==> src/rtl/wb_pkg.sv <==
// Shared types and sizes for the 64-bit writeback stage.
package wb_pkg;

  localparam int unsigned XLEN  = 64;
  localparam int unsigned NREG  = 32;
  localparam int unsigned REG_W = $clog2(NREG);

  typedef logic [REG_W-1:0] reg_idx_t;
  typedef logic [XLEN-1:0]  xlen_t;

  // Result source picked by the arbiter in a given cycle
  typedef enum logic [1:0] {
    WB_NONE = 2'd0,
    WB_ALU  = 2'd1,
    WB_LD   = 2'd2
  } wb_src_e;

endpackage

==> src/rtl/wb_scoreboard.sv <==
// Per-register pending bits: set when decode issues a writer, cleared when
// that writer's result is committed. x0 is never pending.
module wb_scoreboard
  import wb_pkg::*;
(
  input  logic     clk,
  input  logic     reset,
  input  logic     issue_valid_i,
  input  reg_idx_t issue_rd_i,
  output logic     issue_ready_o,
  input  logic     commit_valid_i,
  input  reg_idx_t commit_rd_i,
  input  reg_idx_t rs1_i,
  input  reg_idx_t rs2_i,
  output logic     rs1_pending_o,
  output logic     rs2_pending_o
);

  logic [NREG-1:0] pending_q, pending_d;

  // Lookups; a second writer to a pending register is held off (WAW)
  always_comb begin
    issue_ready_o = !pending_q[issue_rd_i];
    rs1_pending_o = pending_q[rs1_i];
    rs2_pending_o = pending_q[rs2_i];
  end

  // Next pending vector: commit clear and issue set can hit different bits on one edge
  always_comb begin
    pending_d = pending_q;
    if (commit_valid_i) begin
      pending_d[commit_rd_i] = 1'b0;
    end
    if (issue_valid_i && issue_ready_o) begin
      pending_d[issue_rd_i] = 1'b1;
    end
    pending_d[0] = 1'b0;
  end

  // Pending state register
  always_ff @(posedge clk or posedge reset) begin
    if (reset) begin
      pending_q <= '0;
    end else begin
      pending_q <= pending_d;
    end
  end

`ifndef SYNTHESIS
  // A result for a register nobody issued means a producer is misbehaving
  always @(posedge clk) begin
    if (!reset && commit_valid_i && (commit_rd_i != '0)) begin
      assert (pending_q[commit_rd_i])
        else $error("wb_scoreboard: result for non-pending register x%0d", commit_rd_i);
    end
  end
`endif

endmodule

==> src/rtl/writeback_64.sv <==
// Writeback stage: load-first arbitration of ALU/load results onto the
// register-file write port, plus the pending scoreboard for hazard checks.
// Optional feature macro: WB_BYPASS_EN (forward the write port to rs1/rs2).
module writeback_64
  import wb_pkg::*;
(
  input  logic              clk,
  input  logic              reset,
  input  logic              issue_valid,
  input  logic [REG_W-1:0]  issue_rd,
  output logic              issue_ready,
  input  logic [REG_W-1:0]  rs1,
  input  logic [REG_W-1:0]  rs2,
  output logic              rs1_busy,
  output logic              rs2_busy,
  input  logic              alu_valid,
  input  logic [REG_W-1:0]  alu_rd,
  input  logic [XLEN-1:0]   alu_data,
  output logic              alu_ready,
  input  logic              ld_valid,
  input  logic [REG_W-1:0]  ld_rd,
  input  logic [XLEN-1:0]   ld_data,
  output logic              ld_ready,
  output logic              reg_write,
  output logic [REG_W-1:0]  w_reg,
  output logic [XLEN-1:0]   w_data
`ifdef WB_BYPASS_EN
  ,
  output logic              fwd1_valid,
  output logic [XLEN-1:0]   fwd1_data,
  output logic              fwd2_valid,
  output logic [XLEN-1:0]   fwd2_data
`endif
);

  wb_src_e  src;
  logic     accept;
  reg_idx_t sel_rd;
  xlen_t    sel_data;

  logic     reg_write_q, reg_write_d;
  reg_idx_t w_reg_q, w_reg_d;
  xlen_t    w_data_q, w_data_d;

  logic     rs1_pending, rs2_pending;

  // Fixed-priority arbiter: loads always win, the ALU waits
  always_comb begin
    src      = WB_NONE;
    sel_rd   = '0;
    sel_data = '0;
    if (ld_valid) begin
      src      = WB_LD;
      sel_rd   = ld_rd;
      sel_data = ld_data;
    end else if (alu_valid) begin
      src      = WB_ALU;
      sel_rd   = alu_rd;
      sel_data = alu_data;
    end
  end

  assign accept    = (src != WB_NONE);
  assign ld_ready  = 1'b1;
  assign alu_ready = !ld_valid;

  // Output register next state; x0 results update w_reg/w_data but never write
  always_comb begin
    reg_write_d = accept && (sel_rd != '0);
    w_reg_d     = w_reg_q;
    w_data_d    = w_data_q;
    if (accept) begin
      w_reg_d  = sel_rd;
      w_data_d = sel_data;
    end
  end

  // Register-file write port register
  always_ff @(posedge clk or posedge reset) begin
    if (reset) begin
      reg_write_q <= 1'b0;
      w_reg_q     <= '0;
      w_data_q    <= '0;
    end else begin
      reg_write_q <= reg_write_d;
      w_reg_q     <= w_reg_d;
      w_data_q    <= w_data_d;
    end
  end

  assign reg_write = reg_write_q;
  assign w_reg     = w_reg_q;
  assign w_data    = w_data_q;

  wb_scoreboard u_scoreboard (
    .clk            (clk),
    .reset          (reset),
    .issue_valid_i  (issue_valid),
    .issue_rd_i     (issue_rd),
    .issue_ready_o  (issue_ready),
    .commit_valid_i (accept),
    .commit_rd_i    (sel_rd),
    .rs1_i          (rs1),
    .rs2_i          (rs2),
    .rs1_pending_o  (rs1_pending),
    .rs2_pending_o  (rs2_pending)
  );

`ifdef WB_BYPASS_EN
  // Bypass the value being written this cycle so decode need not stall
  always_comb begin
    fwd1_valid = reg_write_q && (w_reg_q == rs1);
    fwd2_valid = reg_write_q && (w_reg_q == rs2);
    fwd1_data  = w_data_q;
    fwd2_data  = w_data_q;
    rs1_busy   = rs1_pending && !fwd1_valid;
    rs2_busy   = rs2_pending && !fwd2_valid;
  end
`else
  // Without bypass, decode waits for the register-file write to land
  always_comb begin
    rs1_busy = rs1_pending;
    rs2_busy = rs2_pending;
  end
`endif

endmodule

==> config.mk <==
export PLATFORM = sky130hd
export DESIGN_NAME = writeback_64
export DESIGN_NICKNAME = d
export VERILOG_FILES = /design/src/rtl/wb_pkg.sv /design/src/rtl/wb_scoreboard.sv /design/src/rtl/writeback_64.sv
export SDC_FILE = /design/constraint.sdc
export NUM_CORES = 1
export LEC_CHECK = 0
export CAP_MARGIN = 20
export CORE_MARGIN = 2
export CORE_UTILIZATION = 30
export DETAILED_ROUTE_END_ITERATION = 8
export GPL_ROUTABILITY_DRIVEN = 0
export GPL_TIMING_DRIVEN = 0
export PLACE_DENSITY = 0.65
export SYNTH_ARGS = -nofsm -noshare
export SYNTH_HDL_FRONTEND = slang
export SYNTH_SLANG_ARGS = --single-unit
==> constraint.sdc <==
create_clock -name clk -period 4.4 [get_ports clk]
set_input_delay 0.88 -clock clk [delete_from_list [all_inputs] [get_ports clk]]
set_output_delay 0.88 -clock clk [all_outputs]
set_load 0.1 [all_outputs]
# Word level (Yosys, flattened, before mapping)
# Index checks and enable logic that the tools add are counted.
totals:
  register_bits: 101
  latchBits: 0
  ramBits: 0
  rom_bits: 0
  in_bits: 158
  output_inout_bits: 75
  mem_count: 0
classes:
  n_addsub: 0
  multipliers: 0
  div_mod_pow: 0
  magnitude_cmp: 6
  eq_ne: 0
  n_shift: 0
  mux: 18
  n_bitwise: 3
  reduce_logical: 8
ops:
  columns: ["cell", "count"]
  rows:
  - ["$mux W64", 2]
  - ["$mux W32", 2]
  - ["$and A32 B32 Y32", 1]
  - ["$not A32 Y32", 1]
  - ["$or A32 B32 Y32", 1]
  - ["$lt A5 B6 Y1 const B", 4]
  - ["$bmux W1 S5", 3]
  - ["$demux W1 S5", 2]
  - ["$ge A5 B1 Y1 const B", 2]
  - ["$mux W5", 2]
  - ["$mux W1", 6]
  - ["$reduce_bool A5 Y1", 1]
  - ["$logic_and A1 B1 Y1", 4]
  - ["$logic_not A1 Y1", 2]
  - ["$mux W2", 1]
  - ["$reduce_bool A2 Y1", 1]

# Longest topological paths before layout
depth:
  ltp_word: 11
  ltp_mapped: 7

# By module
# From an unflattened synthesis, not the netlist that was laid out.
hier_totals:
  cells_unflattened: 526
  area_unflattened_um2: 5437.7
by_module_without_submodules:
  columns: ["module", "instances", "cells_each", "area_per_inst_um2", "seq_area_each_um2"]
  rows:
  - ["writeback_64", 1, 312, 3226.8, 1751.7]
  - ["wb_scoreboard", 1, 214, 2210.9, 775.7]

# Least setup slack after synthesis
# Ideal clock, no wire load.
synth_path:
  path_kind: "in2out"
  start: "in rs1[0]"
  end: "out rs1_busy"
  t_arrival_ns: 4.893
  required_time_ns: 3.520
  setup_slack_ns: -1.373
  stages: 4
  cell_sequence: "buf_2 -> mux4_2 -> mux2i_1 -> o311ai_0"
synth_between:
  elab_chain_len: 2
synth_lines:
  columns: ["element", "line_no", "text"]
  rows:
  - ["from (decl)", "writeback_64.sv:12", "input logic [REG_W-1:0] rs1,"]
  - ["$bmux W1 S5", "wb_scoreboard.sv:24", "rs1_pending_o = pending_q[rs1_i];"]
  - ["$mux W1 (not written as such)", "wb_scoreboard.sv:24", null]
  - ["to (decl)", "writeback_64.sv:14", "output logic rs1_busy,"]
# Every way passes these cells. The select of a mux whose other input is x is not followed.

# Worst setup path after layout
layout_path:
  start: "in issue_rd[0]"
  end: "out issue_ready"
layout_between:
  elab_chain_len: 3
layout_lines:
  columns: ["element", "line_no", "text"]
  rows:
  - ["from (decl)", "writeback_64.sv:10", "input logic [REG_W-1:0] issue_rd,"]
  - ["$bmux W1 S5", "wb_scoreboard.sv:23", "issue_ready_o = !pending_q[issue_rd_i];"]
  - ["$mux W1 (not written as such)", "wb_scoreboard.sv:23", null]
  - ["$logic_not A1 Y1", "wb_scoreboard.sv:23", null]
  - ["to (decl)", "writeback_64.sv:11", "output logic issue_ready,"]
# Every way passes these cells. The select of a mux whose other input is x is not followed.

==> flow_metrics.py <==
metrics = {
    "worst_setup_path": {
        "critPathMaxStageDelay_ps": 650,
        "critical_path.cell_chain": "clkdlybuf4s50_1 > mux4_2 > a32oi_1 > o211ai_2 > buf_6 > a221oi_2 > buf_2",
        "crit_family": "buffers and inverters",
        "end_kind": "output pin",
        "r2r_setup_slack_ps": 2500,
        "critical_path_class": "primary input to output pin",
        "reg2regPathDepth": 5,
        "crit_arrival_ps": 3450,
        "timing.rr.start": "u_scoreboard.pending_q[19]",
        "crit_slowest_cell": "clkdlybuf4s50_1",
        "critical_path_required_ps": 3520,
        "r2r_end": "u_scoreboard.pending_q[11]",
        "crit_fanout": 10,
        "crit_path_start_kind": "primary input",
        "worst-path-buf-inv": 3,
    },
    "drt": {
        "drc": 0,
        "drt_wl_total_um": 19260,
        "vias": 5333,
        "firstDrtPassIters": 5,
        "drt-wirelength-per-cell_um": 18.50,
        "avgViaCountPerCell": 5.123,
        "ant_nets": 0,
        "first_iter_violations": 240,
    },
    "cts": {
        "cts_buffer_depth": 2,
        "clk_latency_ps": 350,
        "cts.sinks": 101,
        "clkSlewWorstSetupHoldPaths_ps": 80,
        "cts_tree": "yes",
        "h-tree-depth": 3,
        "post_cts_buffers": 0,
        "root_buffer": "clkbuf_16",
        "numCtsBuffers": 9,
    },
    "placed_design": {
        "hpwl_um": 15130,
        "io_buffer_count": 227,
    },
    "sta": {
        "drv_slew": 0,
        "clock_skew_ps": 7.770,
        "rsz0062_at_grt": "false",
        "hold_ws_ps": 530.1,
        "worst_pin_slew_ps": 1097,
        "post-route-min-period_ps": 4327,
        "hold_viol_final": 0,
        "setup_viol": 0,
        "slew_headroom_pct": 26.63,
        "period_share_pct": 98.33,
        "max_freq_mhz": 231.1,
    },
    "cells_and_area": {
        "layout-drive-gt1-share_pct": 7.807,
        "diodes": 0,
        "largest_register_ffs": 64,
        "final_net_count": 960,
        "finalCoreUtilization_pct": 46.10,
        "syn_to_final_growth_pct": 50.90,
    },
    "global_routing": {
        "grt_overflow": 0,
        "antenna_found_initial": 0,
        "grt_max_degree": 60,
        "grt_first_pass_wirelength_um": 29920,
        "grt_pass1_vias": 5331,
        "track_usage_pct": 19.17,
    },
    "floorplan": {
        "rows": 50,
        "dieArea_um2": 20100,
        "initial_core_util_pct": 30.55,
        "die_y_um": 141.8,
        "dieWidth_um": 141.8,
        "core_um2": 18640,
        "ios": 233,
    },
    "hold_path": {
        "holdPathStages": 1,
        "hold_path_class": "register to register",
        "min_to": "w_reg[4]",
        "hold_path_startpoint": "w_reg[4]",
    },
    "power": {
        "leakage_nw": 3.616,
        "ir_worst_vdd_v": 0.0001810,
        "powerDensity_nw_per_um2": 379.9,
    },
    "logic_synthesis": {
        "ys_seq_area_share_pct": 44.38,
        "synth_area_leaders": "dfrtp_1 44%, mux2i_1 15%, o21ai_0 8.5%, nand2_1 6.1%, mux4_2 4.7%",
        "netlist_area_um2": 5695,
        "syn_avg_cell_area_um2": 10.12,
        "synthDominantCellAreaShare_pct": 44.38,
        "yosysTopAreaCell": "dfrtp_1",
        "synth-main-ff-cell": "dfrtp_1",
        "synthCells": 563,
        "async_reset_ff_share_pct": 100.0,
        "ys_ff_latch": 101,
        "synth_cell_types": 51,
        "syn_nets": 721,
        "synth_edf_count": 0,
        "yosysWarnings": 0,
    },
    "run_status": {
        "outcome": "finished, final reports clean",
    },
    "job": {
        "cap_violations": 0,
    },
}
==> cell families after synthesis <==
kind of cell | share of synthesized area (%)
flops | 44.38
other cells | 0.06584
buf+inv | 4.526
mux | 20.87
simple gates | 12.21
compound gates | 17.95
==> power breakdown <==
group	leakage, nW	internal (W)	switching, W	total [W]
Clock	0.143	0.000410	0.000378	0.000788
Sequential	1.23	0.00107	0.000143	0.00121
Combinational	2.24	0.000458	0.000810	0.00127
Total	3.62	0.00193	0.00133	0.00327
==> cells in the final DEF, fill, tap and decap left out, types with 3 or more instances in the layout <==
| master | instances |
|---|---|
| buf_2 | 13 |
| or3_1 | 4 |
| clkbuf_16 | 9 |
| a22o_1 | 10 |
| clkbuf_8 | 5 |
| o2bb2ai_1 | 3 |
| a32o_1 | 3 |
| nand3b_1 | 6 |
| mux4_2 | 12 |
| o21ai_0 | 97 |
| dfrtp_1 | 101 |
| a21oi_1 | 4 |
| nand2_1 | 93 |
| clkbuf_1 | 21 |
| clkdlybuf4s50_1 | 223 |
| o22ai_1 | 3 |
| nor2b_1 | 4 |
| a22oi_1 | 5 |
| inv_1 | 7 |
| mux2i_1 | 88 |
| or3b_2 | 5 |
| nor2_1 | 7 |
| a211o_1 | 4 |
| o31ai_1 | 16 |
| nand3_1 | 11 |
==> routing by layer <==
layer	GRT usage, %	vias to the layer above	wire (µm)
met5	0	-	0
li1	-	2554	-
met2	32.50	181	9358
met1	23.88	2576	8116
met4	5.263	0	356
met3	5.636	22	1428
==> cell usage after synthesis, drive strengths merged (4+ instances only) <==
cell / n
nor2b: 4
clkbuf: 25
mux2i: 88
mux4: 13
a22o: 10
inv: 8
or3b: 6
a21oi: 4
nand3b: 6
nand2: 93
o31ai: 16
nor2: 7
o21ai: 97
buf: 17
or3: 4
nand3: 11
a22oi: 5
dfrtp: 101
a211o: 4
==> final cells by class <==
type / count / area, µm²
repair buffers: 228 / 2297
flip-flops and latches: 101 / 2527
clock buffers: 10 / 239.0
multi-input cells: 412 / 2925
fillers: 1787 / 10050
clock inverters: 6 / 52.55
plain buffers: 42 / 227.7
inverters: 8 / 32.53
well taps: 234 / 292.8
==> how the worst max path moves through the flow <==
stage | from | end | cells past startpoint
final | issue_rd[0] | issue_ready | 7
after CTS | ld_valid | alu_ready | 5
after global placement | reset | u_scoreboard.pending_q[29] | 2
after detailed placement | issue_rd[0] | issue_ready | 7
after global routing | issue_rd[0] | issue_ready | 7
after floorplan | issue_rd[0] | issue_ready | 5
==> what timing repair did <==
action | in CTS | in global routing
hold buffers | 0 | 0
setup endpoints to repair | 3 | 1
gates resized for setup | 9 | 1
==> metrics by stage <==
| stage | worst slack, ps | TNS, ps | cells | total power (W) | area, µm² |
|---|---|---|---|---|---|
| CTS | 35.09 | 0 | 1041 | 0.003296 | 8592 |
| global route | 8.070 | 0 | 1041 | 0.003412 | 8594 |
| floorplan | 359.8 | 0 | 563 | 0.002053 | 5710 |
| global placement | -850.9 | -86430 | 1024 | 0.002486 | 8275 |
| finish | 73.46 | 0 | 1041 | 0.003265 | 8594 |
| detailed placement | -609.3 | -1185 | 1025 | 0.002499 | 8305 |
Power figures use the tool's default switching activity.
